<file path="config.mk">
export PLATFORM = sky130hd
export DESIGN_NAME = ir_seq
export DESIGN_NICKNAME = d
export VERILOG_FILES = /design/src/rtl/ir_seq_pkg.sv /design/src/rtl/ir_class.sv /design/src/rtl/ir_seq.sv
export SDC_FILE = /design/constraint.sdc
export NUM_CORES = 1
export LEC_CHECK = 0
export ABC_AREA = 1
export BUFFER_PORTS_ARGS = -buffer_cell sky130_fd_sc_hd__buf_4
export CORE_MARGIN = 1
export CORE_UTILIZATION = 50
export DETAILED_ROUTE_END_ITERATION = 6
export PLACE_DENSITY = 0.77
export SETUP_SLACK_MARGIN = 0.02
export SLEW_MARGIN = 20
export SYNTH_ARGS = -nofsm -noshare
export SYNTH_HDL_FRONTEND = slang
export SYNTH_SLANG_ARGS = --single-unit
</file>
<file path="constraint.sdc">
create_clock -name CLK -period 1.7 [get_ports CLK]
set_input_delay 0.34 -clock CLK [delete_from_list [all_inputs] [get_ports CLK]]
set_output_delay 0.34 -clock CLK [all_outputs]
set_load 0.02 [all_outputs]
</file>
<file path="src/rtl/ir_seq_pkg.sv">
// Shared types and opcode constants for the instruction sequencer.
// Consumed by ir_seq and ir_class.
package ir_seq_pkg;

  typedef enum logic [2:0] {
    IDLE,
    FETCH,
    DECODE,
    STROBE,
    EXEC_WAIT,
    FLUSH,
    HALT
  } state_t;

  typedef enum logic [1:0] {
    CLS_REG,
    CLS_MOD,
    CLS_RAD,
    CLS_HALT
  } cls_t;

  localparam logic [3:0] OP_REG  = 4'b1011;
  localparam logic [3:0] OP_RAD  = 4'b1010;
  localparam logic [7:0] OP_HALT = 8'hF4;

  // {REG, MOD, RAD} one-hot for a class
  function automatic logic [2:0] cls_strobe(input cls_t c);
    logic [2:0] s;
    s = 3'b000;
    unique case (c)
      CLS_REG: s = 3'b100;
      CLS_MOD: s = 3'b010;
      CLS_RAD: s = 3'b001;
      default: s = 3'b000;
    endcase
    return s;
  endfunction

endpackage

</file>
<file path="src/rtl/ir_class.sv">
// Combinational addressing-class decoder for the instruction register.
// HALT and major-opcode matches take precedence over the mode field.
module ir_class
  import ir_seq_pkg::*;
(
  input  logic [15:0] ir,
  output cls_t        cls
);

  logic is_halt;
  logic is_reg;
  logic is_rad;
  logic is_mreg;

  assign is_halt = (ir[15:8] == OP_HALT);
  assign is_reg  = (ir[15:12] == OP_REG);
  assign is_rad  = (ir[15:12] == OP_RAD);
  assign is_mreg = !is_halt && !is_reg
                && !is_rad && (ir[7:6] == 2'b11);

  always_comb begin
    cls = CLS_MOD;
    unique case (1'b1)
      is_halt:         cls = CLS_HALT;
      is_reg, is_mreg: cls = CLS_REG;
      is_rad:          cls = CLS_RAD;
      default:         cls = CLS_MOD;
    endcase
  end

endmodule

</file>
<file path="src/rtl/ir_seq.sv">
// Instruction fetch/decode sequencer with registered class strobes.
// Define IR_SEQ_PREFETCH_EN to enable the one-word prefetch buffer.
module ir_seq
  import ir_seq_pkg::*;
#(
  parameter logic [15:0] PC_RST  = 16'h0000,
  parameter logic [15:0] PC_STEP = 16'd2
) (
  input  logic        CLK,
  input  logic        RST_N,
  output logic        MEM_REQ,
  output logic [15:0] MEM_ADDR,
  input  logic        MEM_ACK,
  input  logic [15:0] MEM_DATA,
  output logic [15:0] IR,
  output logic        REG,
  output logic        MOD,
  output logic        RAD,
  input  logic        EXEC_DONE,
  input  logic        PC_LOAD,
  input  logic [15:0] PC_IN,
  output logic        HALTED
);

  state_t      state;
  logic [15:0] pc;
  cls_t        cls;

`ifdef IR_SEQ_PREFETCH_EN
  logic [15:0] pf_buf;
  logic        pf_valid;
`endif

  ir_class u_class (
    .ir  (IR),
    .cls (cls)
  );

  always_ff @(posedge CLK or negedge RST_N) begin
    if (!RST_N) begin
      state    <= IDLE;
      pc       <= PC_RST;
      MEM_ADDR <= PC_RST;
      MEM_REQ  <= 1'b0;
      IR       <= 16'h0000;
      REG      <= 1'b0;
      MOD      <= 1'b0;
      RAD      <= 1'b0;
      HALTED   <= 1'b0;
`ifdef IR_SEQ_PREFETCH_EN
      pf_buf   <= 16'h0000;
      pf_valid <= 1'b0;
`endif
    end else begin
      // strobes live for the single STROBE cycle only
      {REG, MOD, RAD} <= 3'b000;
      unique case (state)
        IDLE: begin
          state    <= FETCH;
          MEM_REQ  <= 1'b1;
          MEM_ADDR <= pc;
        end
        FETCH: begin
          if (MEM_ACK) begin
            IR      <= MEM_DATA;
            pc      <= pc + PC_STEP;
            MEM_REQ <= 1'b0;
            state   <= DECODE;
          end
        end
        DECODE: begin
          if (cls == CLS_HALT) begin
            state  <= HALT;
            HALTED <= 1'b1;
          end else begin
            state           <= STROBE;
            {REG, MOD, RAD} <= cls_strobe(cls);
          end
        end
        STROBE: begin
          state <= EXEC_WAIT;
`ifdef IR_SEQ_PREFETCH_EN
          MEM_REQ  <= 1'b1;
          MEM_ADDR <= pc;
`endif
        end
        EXEC_WAIT: begin
`ifdef IR_SEQ_PREFETCH_EN
          if (EXEC_DONE) begin
            pf_valid <= 1'b0;
            if (PC_LOAD) begin
              pc <= PC_IN;
              if (MEM_REQ && !MEM_ACK) begin
                state <= FLUSH;
              end else begin
                state    <= FETCH;
                MEM_REQ  <= 1'b1;
                MEM_ADDR <= PC_IN;
              end
            end else if (pf_valid) begin
              IR    <= pf_buf;
              state <= DECODE;
            end else if (MEM_REQ && MEM_ACK) begin
              IR      <= MEM_DATA;
              pc      <= pc + PC_STEP;
              MEM_REQ <= 1'b0;
              state   <= DECODE;
            end else begin
              state    <= FETCH;
              MEM_REQ  <= 1'b1;
              MEM_ADDR <= pc;
            end
          end else if (MEM_REQ && MEM_ACK) begin
            pf_buf   <= MEM_DATA;
            pf_valid <= 1'b1;
            pc       <= pc + PC_STEP;
            MEM_REQ  <= 1'b0;
          end
`else
          if (EXEC_DONE) begin
            state   <= FETCH;
            MEM_REQ <= 1'b1;
            if (PC_LOAD) begin
              pc       <= PC_IN;
              MEM_ADDR <= PC_IN;
            end else begin
              MEM_ADDR <= pc;
            end
          end
`endif
        end
        FLUSH: begin
          // drain the stale request, then restart at the branch target
          if (MEM_ACK) begin
            state    <= FETCH;
            MEM_REQ  <= 1'b1;
            MEM_ADDR <= pc;
          end
        end
        HALT: begin
          MEM_REQ <= 1'b0;
        end
        default: begin
          state   <= IDLE;
          MEM_REQ <= 1'b0;
        end
      endcase
    end
  end

endmodule

</file>
**After elaboration in Yosys (flattened, before gate mapping)**

Cells that the tools add are included.

- Add/subtract/negate cells: 1
- Equality and inequality tests: 16
- Multiplexer cells: 23
- Bitwise gates (word level): 2
- Reductions and logical operators: 18

Operators by type and width:

| kind | number |
|---|---|
| 2-to-1 mux 16 bit | 4 |
| one-hot mux 16 bit (3 select lines) | 1 |
| one-hot mux 16 bit (2 select lines) | 1 |
| one-hot mux 3 bit (7 select lines) | 1 |
| adder 16 x 2 -> 16 bit, second input constant | 1 |
| 2-to-1 mux 3 bit | 4 |
| == test 3 bit, second input constant | 3 |
| 2-to-1 mux 1 bit | 9 |
| one-hot mux 3 bit (3 select lines) | 1 |
| == test 4 bit, second input constant | 2 |
| == test 8 bit, second input constant | 1 |
| AND reduction 4 bit | 2 |
| == test 2 bit, second input constant | 3 |
| == test 3 x 2 -> 1 bit, second input constant | 2 |
| != test 2 bit, second input constant | 3 |
| one-hot mux 2 bit (3 select lines) | 1 |
| AND reduction 3 bit | 2 |
| one-hot mux 1 bit (5 select lines) | 1 |
| AND reduction 2 bit | 2 |
| OR reduction 2 bit | 2 |
| == test 3 x 1 -> 1 bit, second input constant | 1 |
| logical AND 1 bit | 3 |
| logical NOT 1 bit | 3 |
| logical NOT 3 bit | 1 |
| 5 further kinds | 6 |

- Register bits after elaboration: 56
- Input bits: 37
- Output and inout port bits: 37
- Logic and storage cells: 69

**Logic depth before layout (Yosys ltp)**

Gate-level depths: netlist of run 1.

- Depth after elaboration: 11
- Mapped depth: 10
- Mapped depth without buffers: 9

**Cells and area by module**

A second synthesis of run 1 with hierarchy kept.

- Cells, all modules: 415
- Area, all modules: 3143.0 µm²

By module, submodules not included:

| module | times used | cells an instance | area an instance (µm²) | sequential area each (µm²) |
|---|---|---|---|---|
| ir_seq | 1 | 397 | 3071.7 | 1401.3 |
| ir_class | 1 | 18 | 71.3 | 0.0 |

**Least setup slack after synthesis of run 1**

Ideal clock, no wire load.

- Path type: register -> register
- Start: reg state[2]
- End: reg MEM_ADDR[10]
- Library setup time: 0.117 ns
- Arrival time: 1.205 ns
- Data required time: 1.583 ns
- Slack: 0.378 ns
- Stages on the path, launching flop included: 11
- Buffers on the path: 2
- Period minus slack after synthesis: 1.322 ns
- Path through: dfrtp_1 -> buf_2 -> nand2_4 -> inv_2 -> nand2_2 -> nand2_4 -> nor2_8 -> inv_4 -> buf_6 -> nand2_1 -> nand2_1

- Word-level cells in the longest chain between the ends: 3
- Elaborated cells on any way between the ends: 8
- Those cells by class: eq/ne: 4; mux: 1; reduce/logical: 3

RTL lines:

| element | line | source |
|---|---|---|
| from (decl) | ir_seq.sv:25 | `state_t state;` |
| from (signal assigned) | ir_seq.sv:41 | `state <= IDLE;` |
| from (signal assigned) | ir_seq.sv:59 | `state <= FETCH;` |
| from (signal assigned) | ir_seq.sv:68 | `state <= DECODE;` |
| == test 3 bit / logical NOT 3 bit (equally long branches) | ir_seq.sv:57 | `unique case (state)` |
| != test 2 bit (no source line) / nonzero test 3 bit (equally long branches) | - |  |
| AND reduction 3 bit (no source line) | - |  |
| to (signal assigned) | ir_seq.sv:61 | `MEM_ADDR <= pc;` |
| to (signal assigned) | ir_seq.sv:127 | `MEM_ADDR <= pc;` |
| to (signal assigned) | ir_seq.sv:137 | `MEM_ADDR <= pc;` |
| to (decl) | ir_seq.sv:12 | `output logic [15:0] MEM_ADDR,` |

Parallel ways exist; a longest one is shown, timed or not.
A chain may end at the register's enable or synchronous reset.

**Final worst setup path of run 1**

- Start: reg state[2]
- End: reg MEM_ADDR[8]

Same word-level chain as after synthesis.

==> out/qor.yml, run 1 <==
status: "completed"
insertion_delay_ps: 310
finClkSkew_ps: 7.48
grt_pass1_wl_um: 12800
final_max_slew_viol_count: 0
syn_to_final_growth_pct: 24.1
maxCapViolCount: 0
r2r_start: "state[2]$_DFFE_PN0P_"
crit_required_ps: 1910
min_path_cells: 3
core_mm2: 0.00599
grt.overflow.total: 0
holdWs_ps: 219
worst_setup_path_end_kind: "flop"
r2r_cells: 8
fin_nets: 568
min_period_ps: 1600
synth_seq_area_share_pct: 44.7
min_path_type: "in2reg"
port_buffers: 73
grt_max_degree: 33
p_leak_nw: 2.07
irDropWorstVdd_mv: 0.374
antenna_found_initial: 0
syn_area_mm2: 0.00314
chipWidth_um: 81.2
io-pin-count: 74
clock_sinks: 56
p_per_area_mw_per_mm2: 570
drt-wirelength-per-cell_um: 12.6
htree_levels: 2
r2r_slack_ps: 100
critPathArrivalTime_ps: 1800
syn_inst: 452
setup_viol: 0
synth_area_per_cell_um2: 6.94
synth_area_leaders: "dfrtp_1 45%, nand2_1 24%, nor2_1 6.0%"
hold_viol: 0
first_global_vias: 2746
drt-total-wl_um: 7650
clockRootBuffer: "clkbuf_8"
min_period_over_period_pct: 93.8
fp-row-count: 28
vias_per_cell: 5.09
p_total_mw: 2.22
synth_seq_cells: 56
num_antenna_cells: 0
die_h_um: 81.2
synth_cell_types: 30
numCtsBuffers: 5
grt_usage_pct: 25.3
first_pass_iters: 5
hold_end: "IR[5]$_DFFE_PN0P_"
clk_pin_slew_ps: 90
worstSetupPathType: "reg2reg"
gp_congestion: 0.935
cts_tree: "built"
grt_setup_unrepaired: "true"
ant_nets: 0
crit_path_start_kind: "flop"
path_max_fanout: 17
vias: 3083
fmax_mhz: 627
drt_iter0_markers: 171
clock_path_buffers: 2
timing.rr.end: "MEM_ADDR[8]$_DFFE_PN0P_"
yosysWarnings: 0
dieArea_mm2: 0.00659
relSlewSlack_pct: 70.6
start_util_pct: 52.4
tightest_slew_ps: 436
drive_gt1_share_pct: 20.5
synth_top_area_share_pct: 44.7
hold_start: "MEM_DATA[5]"
yosysTopAreaCell: "dfrtp_1"
synth_fp_nets: 490
final.setup.tns_ps: 0
place_hpwl_um: 5610
drc: 0
flip-flops by register name, indices dropped and copies added (netlist names):
register,count
REG,1
IR,16
state,3
MEM_REQ,1
MEM_ADDR,16
RAD,1
pc,16
MOD,1
HALTED,1
power by group:
group	internal, mW	leakage, nW	total, mW	switching (mW)
Sequential	1.33	0.634	1.33	0
Clock	0.332	0.0445	0.760	0.428
Combinational	0.0664	1.39	0.126	0.0601
Total	1.73	2.07	2.22	0.488
synthesized netlist by cell type:
library cell	number
o211ai_1	1
o221ai_1	1
buf_6	5
ha_1	1
nand3_4	1
o21ai_0	28
buf_4	2
buf_2	4
clkbuf_1	4
inv_4	1
nor2_4	1
a21oi_1	2
nand2_4	3
o21bai_1	1
nor2_2	1
inv_2	4
inv_1	37
dfrtp_1	56
a31oi_1	2
nand2_2	1
nand4_1	1
nand2_1	197
nor2_1	50
o22ai_1	1
or2_2	1
nor3_1	1
o21ai_1	15
o21ai_2	1
nand3_1	28
nor2_8	1
worst max-delay path, stage by stage, from the launching register on:
cell and delay, ps:
dfrtp_2 500, nand2_4 100, clkinv_2 190, nand2_2 160
nand2_4 80, nor2_8 200, inv_4 120, nand2_1 90
nand2_1 50
metrics by stage:
stage	setup WS [ps]	cells	utilization (%)	area, um2
2_1_floorplan	378	452	-	3140
3_3_place_gp	184	590	62.1	3720
3_5_place_dp	129	590	62.1	3720
4_1_cts	111	599	63.9	3830
5_1_grt	4.09	606	65.0	3890
6_report	105	606	65.0	3890
logic make-up (layout without fill, tap and decap cells):
family,count (synthesis),in the layout,synth area share (%)
AND/OR/NAND/NOR,286,286,37.6
buffers and inverters,57,136,8.50
flip-flops,56,56,44.7
AO/OA/AOI/OAI,52,52,8.82
adder cells (fa/ha/maj),1,1,0.399
layer usage:
| layer | vias up | GRT usage, % | routed length, um |
|---|---|---|---|
| met5 | - | 0 | 0 |
| met4 | 0 | 7.68 | 141 |
| met3 | 16 | 3.82 | 460 |
| met2 | 109 | 40.3 | 3420 |
| met1 | 1393 | 35.4 | 3620 |
| li1 | 1565 | - | - |
final cells by class:
cell class,count,area [um2]
clock inverter,1,7.51
tap,75,93.8
clock buffer,7,86.3
fill,546,2100
sequential,56,1400
multi-input combinational,339,1480
inverter,42,161
timing repair buffer,86,661
cell usage in the layout, fill, tap and decap left out, types with 2 or more instances in the layout:
master and count:
buf_4 84, o21ai_0 28, nand2_4 2, nand3_1 28
a31oi_1 2, nand2_1 197, inv_1 37, clkbuf_8 6
dfrtp_1 54, a21oi_1 2, inv_2 3, nor2_1 50
dfrtp_2 2, o21ai_1 15
how the worst max path moves through the flow:
stage,startpoint,end,depth (start not counted)
6_report,state[2]$_DFFE_PN0P_,MEM_ADDR[8]$_DFFE_PN0P_,8
3_5_place_dp,state[2]$_DFFE_PN0P_,MEM_ADDR[12]$_DFFE_PN0P_,8
4_1_cts,state[2]$_DFFE_PN0P_,MEM_ADDR[5]$_DFFE_PN0P_,8
3_3_place_gp,state[2]$_DFFE_PN0P_,MEM_ADDR[12]$_DFFE_PN0P_,8
5_1_grt,state[2]$_DFFE_PN0P_,MEM_ADDR[2]$_DFFE_PN0P_,8
2_1_floorplan,state[2]$_DFFE_PN0P_,MEM_ADDR[10]$_DFFE_PN0P_,10
what timing repair did:
action	4_1_cts	5_1_grt
resized for setup	0	4
hold buffers	1	0
endpoints found under the setup margin	0	21
buffers inserted	0	7
endpoints found under the hold margin	24	0
Note: power is estimated with default switching activity, not from simulation.
==> inputs of run 2 (changes only) <==
Settings changed: ABC_AREA 1 to unset, PLACE_DENSITY 0.77 to 0.78.
==> run 2 against run 1 <==
Effect of this change: global-route usage increased by 0.46 points; sequential power increased by 70%; first-iteration DRC count increased by 11%; die area decreased by 7.7%; sequential cell count unchanged; utilization increased by 5.4 points; final cell count decreased by 20%; clock power decreased by 4.2%; critical path depth decreased by 4; critical path type unchanged; largest power group is now combinational cells.
==> out/qor.yml, run 2 <==
hold_start: "MEM_DATA[7]"
syn_area_mm2: 0.00289
largestRegisters: "IR: 16 flops, MEM_ADDR: 16 flops, pc: 16 flops"
seq_area_mm2: 0.00140
r2r_cells: 4
synth_edf_count: 0
min_path_cells: 3
drt-wirelength-per-cell_um: 15.5
hold_end: "IR[7]$_DFFE_PN0P_"
num_antenna_cells: 0
clock_sinks: 56
tightest_slew_ps: 378
synth_seq_cells: 56
drc: 0
grt_pass1_wl_um: 12300
p_per_area_mw_per_mm2: 1650
cp_num_buf_inv: 1
utilization_pct: 70.4
fill_cells: 446
syn_to_final_growth_pct: 34.9
place_hpwl_um: 5440
synth_top_area_share_pct: 48.5
first_global_vias: 2550
yosysWarnings: 0
r2r_start: "state[1]$_DFFE_PN0P_"
drt-total-wl_um: 7480
die_h_um: 78.0
final_max_slew_viol_count: 0
critPathLaunch: "state[1]$_DFFE_PN0P_"
cts_tree: "built"
crit_required_ps: 1900
antenna_found_initial: 0
first_pass_iters: 4
multi_input_area_mm2: 0.00140
cp.depth: 4
chipWidth_um: 78.0
grt.overflow.total: 0
path_max_fanout: 10
grt_setup_unrepaired: "true"
path_cells: "and4bb_4 > buf_12 > mux2_1 > mux2_2"
yosysMostFrequentCell: "nand2_1"
htree_levels: 2
synth_seq_area_share_pct: 48.5
p_leak_nw: 1.85
dieArea_mm2: 0.00609
final.setup.tns_ps: 0
setup_viol: 0
drive_gt1_share_pct: 33.7
vias: 2670
numCtsBuffers: 5
cpPeakStageDelay_ps: 440
syn_inst: 310
min_path_type: "in2reg"
crit_path_start_kind: "flop"
synthTopCellsByCount: "73 x nand2_1, 56 x dfrtp_1, 20 x a21oi_1"
ant_nets: 0
hold_viol: 0
start_util_pct: 52.2
cp_slowest_cell: "dfrtp_1"
mostFrequentLayoutCell: "buf_4"
vias_per_cell: 5.54
clockRootBuffer: "clkbuf_8"
fp-row-count: 27
yosysTopAreaCell: "dfrtp_1"
clk_pin_slew_ps: 100
r2r_slack_ps: 60
drt_iter0_markers: 189
synth-async-reset-ratio_pct: 100
relSlewSlack_pct: 74.8
synth_cell_types: 50
insertion_delay_ps: 310
min_period_over_period_pct: 96.3
mostFrequentLayoutCells: "103 x buf_4, 72 x nand2_1, 56 x dfrtp_1"
timing.rr.end: "MEM_ADDR[1]$_DFFE_PN0P_"
min_period_ps: 1640
synth_flop_cell: "dfrtp_1"
synth_fp_nets: 348
status: "completed"
clock_path_buffers: 2
worstSetupPathType: "reg2reg"
critPathArrivalTime_ps: 1840
synth_area_per_cell_um2: 9.32
p_total_mw: 6.44
fin_nets: 447
synth_area_leaders: "dfrtp_1 48%, nand2_1 9.5%, mux2_2 4.3%"
worst_slack_ps: 63.7
irDropWorstVdd_mv: 0.901
core_mm2: 0.00554
post-place-ws_ps: 19.8
grt_max_degree: 31
io-pin-count: 74
port_buffers: 73
holdWs_ps: 210
finClkSkew_ps: 9.42
fmax_mhz: 611
maxCapViolCount: 0
cp_top_family: "multiplexers"
gp_congestion: 0.931
grt_usage_pct: 25.8
worst_setup_path_end_kind: "flop"
-- run 2: changes by cell type in the layout (fill, tap and decap cells not counted), sizes merged, moves of 6 or more --
| cell | delta |
|---|---|
| nand2 | -128 |
| nor2 | -39 |
| inv | -32 |
| o21ai | -31 |
| buf | +22 |
| mux2 | +19 |
| nand3 | -19 |
| a21oi | +18 |
| nor3 | +10 |
| o22ai | +6 |
-- run 2: power by group --
group | internal [mW] | switching (mW) | leakage [nW]
clock | 0.295 | 0.433 | 0.0456
sequential | 1.85 | 0.403 | 0.687
combinational | 1.61 | 1.84 | 1.12
total | 3.76 | 2.68 | 1.85
-- run 2: cells by family after synthesis --
family / share of synthesized area (%)
multiplexers: 8.10
AO/OA/AOI/OAI: 15.7
flip-flops: 48.5
buffers and inverters: 3.90
AND/OR/NAND/NOR: 23.4
adder cells (fa/ha/maj): 0.433
-- run 2: how the worst max path moves through the flow --
stage	slack [ps]	end
6_report	60	MEM_ADDR[1]$_DFFE_PN0P_
5_1_grt	6	MEM_ADDR[15]$_DFFE_PN0P_
4_1_cts	60	MEM_ADDR[1]$_DFFE_PN0P_
3_5_place_dp	20	pc[3]$_DFFE_PN0P_
3_3_place_gp	120	pc[3]$_DFFE_PN0P_
2_1_floorplan	30	pc[15]$_DFFE_PN0P_
-- run 2: final cells by class --
class | count | share of cell area (%)
clock inverter | 2 | 0.353
multi-input combinational | 229 | 36.0
clock buffer | 6 | 1.86
inverter | 8 | 0.770
timing repair buffer | 109 | 22.8
sequential | 56 | 35.9
tap | 72 | 2.31
-- run 2: metrics by stage --
| stage | instance area, um2 | std cells |
|---|---|---|
| 3_5_place_dp | 3750 | 471 |
| 3_3_place_gp | 3750 | 471 |
| 6_report | 3900 | 482 |
| 2_1_floorplan | 2890 | 310 |
| 4_1_cts | 3850 | 480 |
| 5_1_grt | 3900 | 482 |
-- run 2: metal layers --
metal	routed length (um)	vias up	track usage [%]
li1	-	1307	-
met1	3500	1281	37.0
met2	3520	70	40.4
met3	334	12	3.14
met4	128	0	9.26
met5	0	-	0
-- run 2: timing repair --
action,4_1_cts,5_1_grt
setup endpoints to repair,2,13
endpoints found under the hold margin,26,0
setup buffers,0,1
pin swaps,0,2
gates resized for setup,2,6
cloned,0,1
hold buffers,1,0
-- run 2: worst register-to-register path: stages (launching register included) --
cell	delay [ps]
dfrtp_1	440
and4bb_4	370
buf_12	140
mux2_1	320
mux2_2	260
==> inputs of run 3 (changes only) <==
Settings changed: ABC_AREA set to 1, CORE_UTILIZATION 50 to 49, PLACE_DENSITY 0.78 to 0.79.
Clock period 1.7 ns to 1.5 ns, I/O delays scaled along.
==> run 3 against run 2 <==
Effect of this change: sequential power shrank 33%; critical path depth grew 5; routed wire length grew 3.0%; sequential cell count is the same; final area grew 1.3%; sequential share of layout area shrank 0.37 points; critical endpoint is now MEM_ADDR[7]$_DFFE_PN0P_; total power shrank 61%; die area grew 10%.
==> out/qor.yml, run 3 (synthesis results as in run 1) <==
fp-row-count: 28
tightest_slew_ps: 279
grt.overflow.total: 0
core_mm2: 0.00606
num_antenna_cells: 0
crit_path_start_kind: "flop"
min_period_over_period_pct: 93.9
fin_nets: 569
die_h_um: 82.0
holdWs_ps: 166
clockRootBuffer: "clkbuf_8"
worst_slack_ps: 92.2
setup_viol: 0
min_period_ps: 1410
maxCapViolCount: 0
min_path_type: "in2reg"
hold_start: "MEM_DATA[3]"
dieArea_mm2: 0.00673
insertion_delay_ps: 320
largestRegisters: "IR: 16 flops, MEM_ADDR: 16 flops, pc: 16 flops"
drc: 0
final_max_slew_viol_count: 0
placed_area_mm2: 0.00374
path_max_fanout: 7
vias_per_cell: 5.06
first_pass_iters: 5
p_per_area_mw_per_mm2: 632
fmax_mhz: 710
antenna_found_initial: 0
crit_required_ps: 1710
io-pin-count: 74
r2r_slack_ps: 90
clk_pin_slew_ps: 100
r2r_start: "state[1]$_DFFE_PN0P_"
finClkSkew_ps: 7.75
grt_max_degree: 39
cp_slowest_cell: "dfrtp_2"
seq_area_mm2: 0.00141
grt_usage_pct: 24.6
htree_levels: 2
path_cells: "nor2_4 > nand2_4 > inv_2 > nand2_2 > nand2_4 > nor2_8 > buf_4 > nand2_1 > nand2_1"
syn_to_final_growth_pct: 25.9
drive_gt1_share_pct: 22.7
chipWidth_um: 82.0
drt-wirelength-per-cell_um: 12.7
start_util_pct: 51.8
first_global_vias: 2830
post-place-ws_ps: 16.3
fin_area_mm2: 0.00395
drt-total-wl_um: 7700
relSlewSlack_pct: 81.4
p_total_mw: 2.50
status: "completed"
multi_input_area_mm2: 0.00153
final.setup.tns_ps: 0
clock_path_buffers: 2
p_leak_nw: 2.09
place_hpwl_um: 5380
hold_viol: 0
ant_nets: 0
mostFrequentLayoutCell: "nand2_1"
worstSetupPathType: "reg2reg"
cp_top_family: "simple AND/OR/NAND/NOR gates"
mostFrequentLayoutCells: "197 x nand2_1, 80 x buf_4, 53 x dfrtp_1"
vias: 3070
worst_setup_path_end_kind: "flop"
critPathLaunch: "state[1]$_DFFE_PN0P_"
cts_tree: "built"
cpPeakStageDelay_ps: 460
cp_num_buf_inv: 2
critPathArrivalTime_ps: 1620
grt_setup_unrepaired: "true"
clock_sinks: 56
port_buffers: 73
irDropWorstVdd_mv: 0.386
gp_congestion: 0.907
numCtsBuffers: 5
drt_iter0_markers: 235
fill_cells: 558
grt_pass1_wl_um: 12600
-- run 3: cell types whose count changed in the layout (fill, tap and decap cells not counted), moves of 9 or more --
| cell | change |
|---|---|
| nand3_1 | +17 |
| buf_4 | -23 |
| nand2_1 | +125 |
| o21ai_1 | +9 |
| o21ai_0 | +21 |
| a21oi_1 | -18 |
| inv_1 | +29 |
| nor2_1 | +31 |
| nor3_1 | -10 |
| mux2_2 | -11 |
-- run 3: repair_timing --
action / 4_1_cts / 5_1_grt
setup buffers: 2 / 2
hold endpoints to repair: 18 / 0
setup endpoints to repair: 15 / 31
cloned: 0 / 2
hold buffers: 1 / 0
gates resized for setup: 0 / 22
pin swaps: 2 / 2
-- run 3: layout make-up --
type	count	share of cell area (%)
Multi-Input combinational cell	341	38.7
Sequential cell	56	35.6
Timing Repair Buffer	85	16.9
Inverter	42	4.12
Tap cell	75	2.38
Clock buffer	5	1.74
Clock inverter	3	0.570
-- run 3: tightest hold or removal path, stage by stage --
cell	delay (ps)
buf_4	80
nand2_1	40
nand2_1	40
-- run 3: final timing paths --
check	depth (start not counted)	to
max in group asynchronous	3	state[1]$_DFFE_PN0P_
min in group asynchronous	2	IR[1]$_DFFE_PN0P_
worst max-delay path	9	MEM_ADDR[7]$_DFFE_PN0P_
worst min register to register	2	MEM_ADDR[13]$_DFFE_PN0P_
worst min-delay path	3	IR[3]$_DFFE_PN0P_
worst max register to register	9	MEM_ADDR[7]$_DFFE_PN0P_
-- run 3: power by group --
group | leakage, nW | internal [mW] | total, mW | switching, mW
Combinational | 1.40 | 0.0753 | 0.143 | 0.0679
Sequential | 0.634 | 1.51 | 1.51 | 0
Clock | 0.0485 | 0.336 | 0.845 | 0.510
Total | 2.09 | 1.92 | 2.50 | 0.578
-- run 3: layer usage --
| layer | vias up | global-route usage [%] | wire length [um] |
|---|---|---|---|
| met1 | 1399 | 33.3 | 3520 |
| met4 | 0 | 5.79 | 97 |
| li1 | 1570 | - | - |
| met2 | 90 | 40.7 | 3650 |
| met5 | - | 0 | 0 |
| met3 | 11 | 4.33 | 436 |
-- run 3: metrics by stage --
| stage | std cells | util (%) |
|---|---|---|
| 2_1_floorplan | 452 | - |
| 3_3_place_gp | 592 | 61.7 |
| 3_5_place_dp | 592 | 61.7 |
| 4_1_cts | 603 | 63.6 |
| 5_1_grt | 607 | 65.2 |
| 6_report | 607 | 65.2 |
